==> src/rtl/fetch_unit.sv <==
// Purpose: PC register and fetch stage; computes next PC and fills the IF/ID register.
// Latency: an instruction at pc appears on if_id_instr one edge after pc presents it.
// Backpressure: stall holds pc and IF/ID; redirects override stall and flush IF/ID.
module fetch_unit #(
    parameter logic [31:0] RESET_PC   = 32'h0000_0000,
    parameter int unsigned MEM_WORDS  = 21,
    parameter logic [31:0] HALT_INSTR = 32'h0000_000C
) (
    input  logic        clk,
    input  logic        rst_n,
    output logic [31:0] read_address,
    input  logic [31:0] instruction,
    input  logic        stall,
    input  logic [1:0]  redirect_sel,
    input  logic [31:0] redirect_pc4,
    input  logic [15:0] imm16,
    input  logic [25:0] target26,
    input  logic [31:0] jr_target,
    output logic [31:0] if_id_instr,
    output logic [31:0] if_id_pc4,
    output logic        if_id_valid,
    output logic        halted,
    output logic        fault
);

    typedef enum logic [1:0] {
        ST_BOOT   = 2'd0,
        ST_RUN    = 2'd1,
        ST_HALTED = 2'd2,
        ST_FAULT  = 2'd3
    } state_t;

    localparam logic [1:0]  SEL_NONE   = 2'b00;
    localparam logic [1:0]  SEL_BRANCH = 2'b01;
    localparam logic [1:0]  SEL_JUMP   = 2'b10;
    localparam logic [31:0] MEM_WORDS_W = 32'(MEM_WORDS);

    state_t      state_q;
    logic [31:0] pc_q;
    logic [31:0] if_id_instr_q;
    logic [31:0] if_id_pc4_q;
    logic        if_id_valid_q;
    logic        halted_q;
    logic        fault_q;

    logic [31:0] pc_plus4;
    logic [31:0] branch_target;
    logic [31:0] jump_target;
    logic [31:0] redirect_target;
    logic        redirect_req;
    logic        bad_pc;

    // Sequential successor and the three redirect targets; all wrap modulo 2^32.
    assign pc_plus4      = pc_q + 32'd4;
    assign branch_target = redirect_pc4 + {{14{imm16[15]}}, imm16, 2'b00};
    assign jump_target   = {redirect_pc4[31:28], target26, 2'b00};
    assign redirect_req  = (redirect_sel != SEL_NONE);

    // A fetch is bad when the word address is misaligned or beyond the memory.
    assign bad_pc = (pc_q[1:0] != 2'b00) || ((pc_q >> 2) >= MEM_WORDS_W);

    // Select the redirect destination; jr uses the register value untouched.
    always_comb begin
        redirect_target = jr_target;
        case (redirect_sel)
            SEL_BRANCH: redirect_target = branch_target;
            SEL_JUMP:   redirect_target = jump_target;
            default:    redirect_target = jr_target;
        endcase
    end

    // Fetch FSM: pc update, IF/ID capture and the sticky halted/fault flags.
    always_ff @(posedge clk or negedge rst_n) begin
        if (!rst_n) begin
            state_q       <= ST_BOOT;
            pc_q          <= RESET_PC;
            if_id_instr_q <= 32'd0;
            if_id_pc4_q   <= 32'd0;
            if_id_valid_q <= 1'b0;
            halted_q      <= 1'b0;
            fault_q       <= 1'b0;
        end else begin
            case (state_q)
                ST_BOOT: begin
                    // One settling cycle: memory sees RESET_PC before first capture.
                    state_q <= ST_RUN;
                end
                ST_RUN: begin
                    if (redirect_req) begin
                        // Redirect beats a bad pc: the new target gets its own check next edge.
                        pc_q          <= redirect_target;
                        if_id_valid_q <= 1'b0;
                    end else if (bad_pc) begin
                        state_q       <= ST_FAULT;
                        fault_q       <= 1'b1;
                        if_id_valid_q <= 1'b0;
                    end else if (stall) begin
                        pc_q          <= pc_q;
                    end else if (instruction == HALT_INSTR) begin
                        // The halt word itself is handed to decode, then fetch freezes.
                        if_id_instr_q <= instruction;
                        if_id_pc4_q   <= pc_plus4;
                        if_id_valid_q <= 1'b1;
                        state_q       <= ST_HALTED;
                        halted_q      <= 1'b1;
                    end else begin
                        if_id_instr_q <= instruction;
                        if_id_pc4_q   <= pc_plus4;
                        if_id_valid_q <= 1'b1;
                        pc_q          <= pc_plus4;
                    end
                end
                ST_HALTED: begin
                    if_id_valid_q <= 1'b0;
                end
                default: begin
                    if_id_valid_q <= 1'b0;
                end
            endcase
        end
    end

    assign read_address = pc_q;
    assign if_id_instr  = if_id_instr_q;
    assign if_id_pc4    = if_id_pc4_q;
    assign if_id_valid  = if_id_valid_q;
    assign halted       = halted_q;
    assign fault        = fault_q;

endmodule

==> config.mk <==
export PLATFORM = sky130hd
export DESIGN_NAME = fetch_unit
export DESIGN_NICKNAME = d
export VERILOG_FILES = /design/src/rtl/fetch_unit.sv
export SDC_FILE = /design/constraint.sdc
export NUM_CORES = 1
export LEC_CHECK = 0
export ABC_AREA = 1
export BUFFER_PORTS_ARGS = -buffer_cell sky130_fd_sc_hd__buf_2
export CAP_MARGIN = 20
export CORE_ASPECT_RATIO = 0.6
export CORE_MARGIN = 1.5
export CORE_UTILIZATION = 51
export DETAILED_ROUTE_END_ITERATION = 10
export GPL_TIMING_DRIVEN = 1
export PLACE_DENSITY_LB_ADDON = 0.25
export SYNTH_ARGS = -nofsm -noshare
export SYNTH_HDL_FRONTEND = slang
export SYNTH_SLANG_ARGS = --single-unit
==> constraint.sdc <==
create_clock -name clk -period 2.3 [get_ports clk]
set_input_delay 0 -clock clk [delete_from_list [all_inputs] [get_ports clk]]
set_output_delay 0 -clock clk [all_outputs]
set_load 0.005 [all_outputs]
# Word level (Yosys, flattened, before mapping)
# Cells that the tools add are included.
[word_totals] regBits=101 input_bits=143 output_inout_bits=99 word_cells=50
[classes] add_sub_neg=2 order_cmp=1 eq_ne=11 mux=14 bitwise=4 n_reduce_logical=11
[op_table] operator="2-to-1 mux 32 bit" count=4
[op_table] operator="case mux 32 bit (2 select lines)" count=1
[op_table] operator="adder 32 x 3 -> 32 bit, second input constant" count=1
[op_table] operator="adder 32 bit" count=1
[op_table] operator="equality test 32 x 4 -> 1 bit, second input constant" count=1
[op_table] operator="greater-or-equal comparator 30 x 5 -> 1 bit, second input constant" count=1
[op_table] operator="AND reduction 4 bit" count=3
[op_table] operator="2-to-1 mux 2 bit" count=4
[op_table] operator="!= test 2 bit, second input constant" count=3
[op_table] operator="!= test 3 bit, second input constant" count=2
[op_table] operator="nonzero test 2 bit" count=3
[op_table] operator="AND reduction 5 bit" count=1
[op_table] operator="equality test 2 x 1 -> 1 bit, second input constant" count=2
[op_table] operator="!= test 4 bit, second input constant" count=1
[op_table] operator="inverter 1 bit" count=4
[op_table] operator="case mux 2 bit (2 select lines)" count=1
[op_table] operator="2-to-1 mux 1 bit" count=3
[op_table] operator="AND reduction 3 bit" count=1
[op_table] operator="equality test 2 bit, second input constant" count=1
[op_table] operator="logical NOT 2 bit" count=1
[op_table] operator="!= test 2 x 1 -> 1 bit, second input constant" count=1
[op_table] operator="case mux 1 bit (2 select lines)" count=1
[op_table] operator="AND reduction 2 bit" count=1
[op_table] operator="logical OR 1 bit" count=1

# Longest topological paths before layout
# Gate-level depths: netlist (run 1).
[logic_depth] ltp_word=6 mapped_depth=15 depth_no_buf=15

# Worst setup path before layout (run 1)
# OpenSTA, ideal clock, no wires.
[synth_path] kind="reg2reg" startpoint="reg pc_q[2] (netlist: read_address[2])" endpoint="reg if_id_pc4_q[10] (netlist: if_id_pc4[10])" setup_ns=0.115 arrival_time_ns=1.708 t_required_ns=2.185 slack_ns=0.477 stages_incl_launch_ff=11 path_buffers=1 period_less_slack_ns=1.823 path_cell_list="dfrtp_1 > inv_1 > ha_1 > inv_1 > o2111ai_1 > nand3b_1 > nor2_4 > nand2_4 > nor3_4 > buf_6 > nor2_1"
[synth_via] elab_chain_cells=4 elab_cells_between_ends=5 classes_between="add/sub (1); order compare (1); bitwise (1); reduce/logical (2)"
[synth_lines] element="start: declaration" line="39" rtl="logic [31:0] pc_q;"
[synth_lines] element="start signal: assignment" line="91" rtl="pc_q <= redirect_target;"
[synth_lines] element="start signal: assignment" line="98" rtl="pc_q <= pc_q;"
[synth_lines] element="start signal: assignment" line="110" rtl="pc_q <= pc_plus4;"
[synth_lines] element="greater-or-equal comparator 30 x 5 -> 1 bit" line="60" rtl="assign bad_pc = (pc_q[1:0] != 2'b00) || ((pc_q >> 2) >= MEM_WORDS_W);"
[synth_lines] element="logical OR 1 bit" line="60"
[synth_lines] element="inverter 1 bit (no line)"
[synth_lines] element="AND reduction 4 bit (no line)"
[synth_lines] element="end signal: assignment" line="102" rtl="if_id_pc4_q <= pc_plus4;"
[synth_lines] element="end signal: assignment" line="108" rtl="if_id_pc4_q <= pc_plus4;"
[synth_lines] element="end: declaration" line="41" rtl="logic [31:0] if_id_pc4_q;"
# Parallel ways exist; a longest one is shown, timed or not.
# A chain may end at the register's enable or synchronous reset.

# Worst setup path after layout (run 1)
[layout_path] startpoint="reg pc_q[2] (netlist: read_address[2])" endpoint="reg pc_q[9] (netlist: read_address[9])"
[layout_via] elab_chain_cells=5 elab_cells_between_ends=9 classes_between="add/sub (1); order compare (1); eq/ne (1); mux (4); reduce/logical (2)"
[layout_lines] element="adder 32 x 3 -> 32 bit" line="54" rtl="assign pc_plus4 = pc_q + 32'd4;"
[layout_lines] element="2-to-1 mux 32 bit" line="99" rtl="end else if (instruction == HALT_INSTR) begin"
[layout_lines] element="2-to-1 mux 32 bit" line="97" rtl="end else if (stall) begin"
[layout_lines] element="2-to-1 mux 32 bit" line="93" rtl="end else if (bad_pc) begin"
[layout_lines] element="2-to-1 mux 32 bit" line="89" rtl="if (redirect_req) begin"
# Parallel ways exist; a longest one is shown, timed or not. The select of a mux whose other input is x is not followed.

==> results of run 1 <==
[power by group]
group          switching, mW  leakage (nW)  internal (mW)
sequential             0.289          1.23           2.05
combinational           1.26          3.94          0.863
clock                  0.662         0.151          0.857
[worst reg2reg max path: stages, from the launching register on]
cell	delay, ns
dfrtp_1	0.47
inv_1	0.11
ha_1	0.14
inv_1	0.04
o2111ai_1	0.21
nand3b_1	0.17
nor2_4	0.20
nand3_1	0.15
nand2_4	0.15
buf_6	0.19
o21ai_0	0.11
nand2_1	0.07
inv_1	0.03
[registers in the layout (all words and copies together), names as in the netlist]
signal        count
if_id_instr      32
if_id_pc4        32
read_address     32
state_q           2
fault             1
halted            1
if_id_valid       1
[routing by layer]
metal | routed length (microns) | part of all wire, %
met5 | 0 | 0
met1 | 10600 | 44
met2 | 9730 | 41
met4 | 390 | 1.6
met3 | 3090 | 13
[kinds of logic after synthesis]
kind of cell | Yosys count
flip-flops | 101
XOR/XNOR | 5
AND/OR/NAND/NOR | 521
adder cells (fa/ha/maj) | 36
buffers and inverters | 210
AO/OA/AOI/OAI | 151
multiplexers | 3
[cell type report]
type,instances,area (sq um),area share [%]
sequential,101,2530,27.7
clock buffer,9,225,2.47
timing repair inverter,2,15.0,0.165
tap,170,213,2.34
timing repair buffer,299,1800,19.8
multi-input combinational,716,3570,39.2
clock inverter,7,78.8,0.865
inverter,179,676,7.42
[layout by cell type, fill, tap and decap left out, drive strengths merged]
cell,n
dfrtp,101
nor4,5
a2bb2oi,2
clkinvlp,3
or2,14
o22ai,3
a22o,1
nand3b,4
bufinv,1
clkbuf,9
nand2,323
a31oi,1
o21ai,60
inv,180
xor2,4
fa,1
o211ai,2
clkinv,4
nand4,26
buf,257
nor2,90
ha,35
nor3,6
and2,2
o2111ai,7
o21bai,6
dlygate4sd3,42
mux2,3
xnor2,1
a21o,2
a21oi,65
a32oi,1
o211a,1
nand3,51
[what timing repair did]
| action | in CTS | in global routing |
|---|---|---|
| resized for setup | 0 | 6 |
| hold buffers | 42 | 0 |
| setup endpoints to repair | 0 | 21 |
| buffers inserted | 0 | 2 |
| hold endpoints to repair | 82 | 0 |
[Yosys cell counts, types with 2 or more instances]
master	n	area, sq um
and2_1	2	12.5
nor4_1	5	31.3
o21bai_1	6	45.0
nor2_1	88	330
nor3_1	5	25.0
o2111ai_1	7	61.3
nand3b_1	4	30.0
buf_4	2	15.0
or2_2	14	87.6
ha_1	35	438
dfrtp_1	101	2530
o211ai_1	2	15.0
clkbuf_1	21	78.8
inv_1	177	664
o21ai_1	2	10.0
buf_6	4	45.0
a21o_1	2	15.0
xor2_1	4	35.0
mux2_2	3	33.8
buf_2	2	10.0
nand4_1	26	163
o22ai_1	3	18.8
a2bb2oi_1	2	17.5
nor2_4	2	22.5
nand2_1	321	1200
nand3_1	51	255
a21oi_1	65	325
o21ai_0	58	290
[path summary, 6_finish.rpt]
kind	depth (start not counted)	end
setup / recovery	12	read_address[9]
hold / removal	4	read_address[29]
setup reg to reg	12	read_address[9]
hold reg to reg	2	if_id_instr[13]
max in group asynchronous	3	if_id_pc4[8]
min in group asynchronous	2	if_id_instr[11]
[stage by stage]
step           cells  instance area (sq um)  worst slack [ns]
2_1_floorplan   1027                   6950             0.477
3_3_place_gp    1421                   8340             0.221
3_5_place_dp    1421                   8340             0.118
4_1_cts         1479                   9060            0.0989
5_1_grt         1483                   9110            0.0146
6_report        1483                   9110             0.155
==> results.md, run 1 <==
- Status: finished, final reports clean
- Core area: 0.0131 sq mm
- XOR/XNOR Fraction of Synth Area: 0.631%
- Worst path top cell family by delay: simple AND/OR/NAND/NOR gates
- Most used cell, CP: inv_1
- Post-synthesis simple-gate area fraction: 31.6%
- Worst-Skew Late Latency: 0.33 ns
- Tot GR Track Use: 32.8%
- Largest net degree at the start of global routing: 72
- Worst-margin pin slew: 0.588 ns
- Relative slew slack: 60.5%
- CP endpoint kind: flop
- DRT iter0 DRCs: 893
- Tmin final: 2.14 ns
- CP required: 2.53 ns
- # H-tree levels: 3
- GRT Max-Usage Layer: met2
- Total grt overflow: 0
- Met1 GRT Util: 48.5%
- Synth Area in Adders: 6.59%
- Largest family of logic cells by synthesized area: simple AND/OR/NAND/NOR gates
- Root Buffer: clkbuf_16
- WL final: 23800 microns
- IO Port Bufs: 241
- TritonRoute pass-1 iters: 5
- Unrepaired setup endpoints after global routing: false
- Num CTS Buffers: 9
- IO Pins: 242
- Critical Path AT: 2.37 ns
- Worst setup path startpoint: read_address[2]
- Row Count: 32
- DRC Markers: 0
- Initial core utilization: 53.2%
- CP max stage delay: 0.47 ns
- Final ANT Viol Nets: 0
- Max cap viols: 0
- Die Footprint: 0.0144 sq mm
- Cell Area, Synth: 0.00695 sq mm
- Vias in the first global route: 6949
- Met2 Usage GRT: 48.9%
- Hold Slack: 0.0161 ns
- Worst path cell trace: inv_1 -> ha_1 -> inv_1 -> o2111ai_1 -> nand3b_1 -> nor2_4 -> nand3_1 -> nand2_4 -> buf_6 -> o21ai_0 -> nand2_1 -> inv_1
- Buf/Inv on CP: 4
- First-pass GRT wire length: 36500 microns
- YS warnings: 0
- Final Max Tran Viols: 0
- P per Cell Area: 657 mW/mm^2
- Vias: 7848
- Sink Count: 101
- Post-synthesis mux area share: 0.486%
- CTS clk-pin slew, worst paths: 0.07 ns
- Power Total: 5.98 mW
- Final setup violation count: 0
- HP Start: jr_target[29]
- Routed length per instance: 16.0 microns
- Final Util: 69.8%
- Fill count: 1113
- Post-DR vias/cell: 5.29
- P&R area growth vs syn: 31.1%
- Clock tree from TritonCTS: built
- WS Path Type: flop to flop
- Mapped Cells: 1027
- VDD IR max: 0.521 mV
- # diodes: 0
- R2R Path Start: read_address[2]
- GR met3 Demand/Resource: 8.29%
- Share of layout cells above drive strength 1: 22.8%
- Clock Skew: 0.00722 ns
- Die Wd: 154 microns
- Post-synthesis compound-gate area fraction: 12.0%
- Synthesized flop and latch total: 101
- Period utilization: 93.3%
- RD Place Congestion: 0.964
- Fin. Hold Viols: 0
- Die H: 93.4 microns
- Synth Flop Type: dfrtp_1
- HP Class: input pin to flop
- Fmax: 0.466 GHz
- Initial antenna violation count: 0
- Mapped Avg Cell Area: 6.76 sq um
- Seq/Total Area, Yosys: 36.4%
- Leak: 5.33 nW
- Unique masters post-synth: 41
- Worst setup SP type: flop
- CP Max Fanout: 19
- Setup TNS: 0 ns
- Setup slack, reg-to-reg: 0.16 ns
- Post-Syn Nets: 1206
- Nets: 1487
- EDFF count, synth: 0
- CTS Buffer Depth: 2
- Post-DP HPWL: 18100 microns
- Slowest CP cell: dfrtp_1
- Synth async-reset ratio: 100%
Power figures use the tool's default switching activity.
==> run 2, diff against run 1 <==
--- a/config.mk
+++ b/config.mk
@@ -16,2 +16,4 @@
 export PLACE_DENSITY_LB_ADDON = 0.25
+export SKIP_CTS_REPAIR_TIMING = 1
+export SKIP_LAST_GASP = 1
 export SYNTH_ARGS = -nofsm -noshare
==> constraint.sdc (replaced) <==
create_clock -name clk -period 2.3 [get_ports clk]
set_input_delay 0.345 -clock clk [delete_from_list [all_inputs] [get_ports clk]]
set_output_delay 0.345 -clock clk [all_outputs]
set_load 0.005 [all_outputs]
==> results.md, run 2 (same netlist as run 1, synthesis figures left out) <==
- Placement Setup Slack: -0.0239 ns
- Total grt overflow: 0
- Initial antenna violation count: 0
- IO Port Bufs: 241
- Core area: 0.0131 sq mm
- CTS Buffer Depth: 2
- Reg2reg path depth: 12
- CP endpoint kind: flop
- Vias in the first global route: 6866
- Routed length per instance: 15.4 microns
- Initial core utilization: 53.2%
- Clock Skew: 0.00740 ns
- TritonRoute pass-1 iters: 8
- Setup slack, reg-to-reg: 0.18 ns
- Critical Path End: read_address[18]
- Sink Count: 101
- Tmin final: 2.12 ns
- Nets: 1475
- CTS clk-pin slew, worst paths: 0.07 ns
- Leak: 5.30 nW
- Post-DP HPWL: 18500 microns
- Num CTS Buffers: 9
- Worst setup SP type: flop
- CP required: 2.51 ns
- Area of the multi-input gates: 0.00356 sq mm
- Final Max Tran Viols: 0
- Worst setup path startpoint: read_address[2]
- Fill count: 1195
- Power Total: 5.84 mW
- First-pass GRT wire length: 35500 microns
- Unrepaired setup endpoints after global routing: false
- RD Place Congestion: 0.959
- Fin. Hold Viols: 0
- WL final: 22700 microns
- Worst-Skew Late Latency: 0.33 ns
- Most frequent cells in the layout: nand2_1 (321), buf_2 (240), inv_1 (177)
- Relative slew slack: 69.7%
- VDD IR max: 0.488 mV
- Final Util: 68.1%
- Placed cell count: 1454
- IO Pins: 242
- Die H: 93.4 microns
- Final setup violation count: 0
- Post-DR vias/cell: 5.22
- Die Wd: 154 microns
- Finished Layout Cells: 1471
- DRT iter0 DRCs: 753
- DRC Markers: 0
- Final ANT Viol Nets: 0
- Vias: 7677
- Largest net degree at the start of global routing: 74
- Most common cell after layout, fill and taps aside: nand2_1
- Die Footprint: 0.0144 sq mm
- WS Path Type: flop to flop
- Worst Hold Depth: 3
- Status: finished, final reports clean
- Sequential cell area: 0.00253 sq mm
- Tot GR Track Use: 31.9%
- HP Class: input pin to flop
- P per Cell Area: 658 mW/mm^2
- Fmax: 0.471 GHz
- Row Count: 32
- R2R Path Start: read_address[2]
- Setup WS post-layout: 0.178 ns
- RR Endpoint: read_address[18]
- Max cap viols: 0
- P&R area growth vs syn: 27.9%
- # diodes: 0
- Root Buffer: clkbuf_16
- # H-tree levels: 3
- Share of layout cells above drive strength 1: 25.1%
- Critical Path AT: 2.34 ns
- CP Max Fanout: 17
- Worst-margin pin slew: 0.450 ns
- Clock tree from TritonCTS: built
- Period utilization: 92.3%
[run 2: report_power, final]
part,internal [mW],switching [mW],leakage [nW]
sequential,2.05,0.311,1.23
combinational,0.856,1.19,3.92
clock,0.799,0.629,0.143
total,3.71,2.13,5.30
[run 2: worst min path at each step]
| stage | to | slack [ns] | from |
|---|---|---|---|
| after global routing | if_id_instr[2] | 0.26 | instruction[2] |
| after detailed placement | if_id_instr[10] | 0.27 | rst_n |
| final | read_address[0] | 0.27 | redirect_pc4[0] |
| after floorplan | fault | 0.05 | rst_n |
| after CTS | if_id_instr[10] | -0.09 | rst_n |
| after global placement | if_id_instr[10] | 0.26 | rst_n |
[run 2: final cells by class]
type / count / area share (%)
clock buffer: 12 / 2.89
clock inverter: 4 / 0.352
inverter: 179 / 7.56
multi-input combinational: 716 / 40.1
sequential: 101 / 28.4
tap: 170 / 2.39
timing repair buffer: 289 / 18.3
[run 2: routing by layer]
layer  vias up  share of wire (%)  GRT usage, %
met2       439                 41          46.6
met4         0                1.3          4.61
met5         -                  0             0
met3        26                 12          9.68
li1       3791                  -             -
met1      3421                 45          47.1
[run 2: per-stage QoR]
stage | cell area (sq um) | TNS (ns) | hold slack (ns)
3_5_place_dp | 8590 | -0.0239 | 0.266
4_1_cts | 8870 | 0 | -0.0891
2_1_floorplan | 6950 | 0 | 0.0494
5_1_grt | 8880 | 0 | 0.263
3_3_place_gp | 8590 | 0 | 0.260
6_report | 8880 | 0 | 0.271
[run 2: critical path, stage by stage, from the launching register on]
cell       delay [ns]
dfrtp_1          0.44
inv_1            0.11
ha_1             0.15
inv_1            0.04
o2111ai_1        0.16
nand3b_1         0.17
nor2_4           0.24
nand3_1          0.11
nand2_1          0.10
inv_1            0.16
buf_12           0.20
nand2_1          0.06
nand2_1          0.05
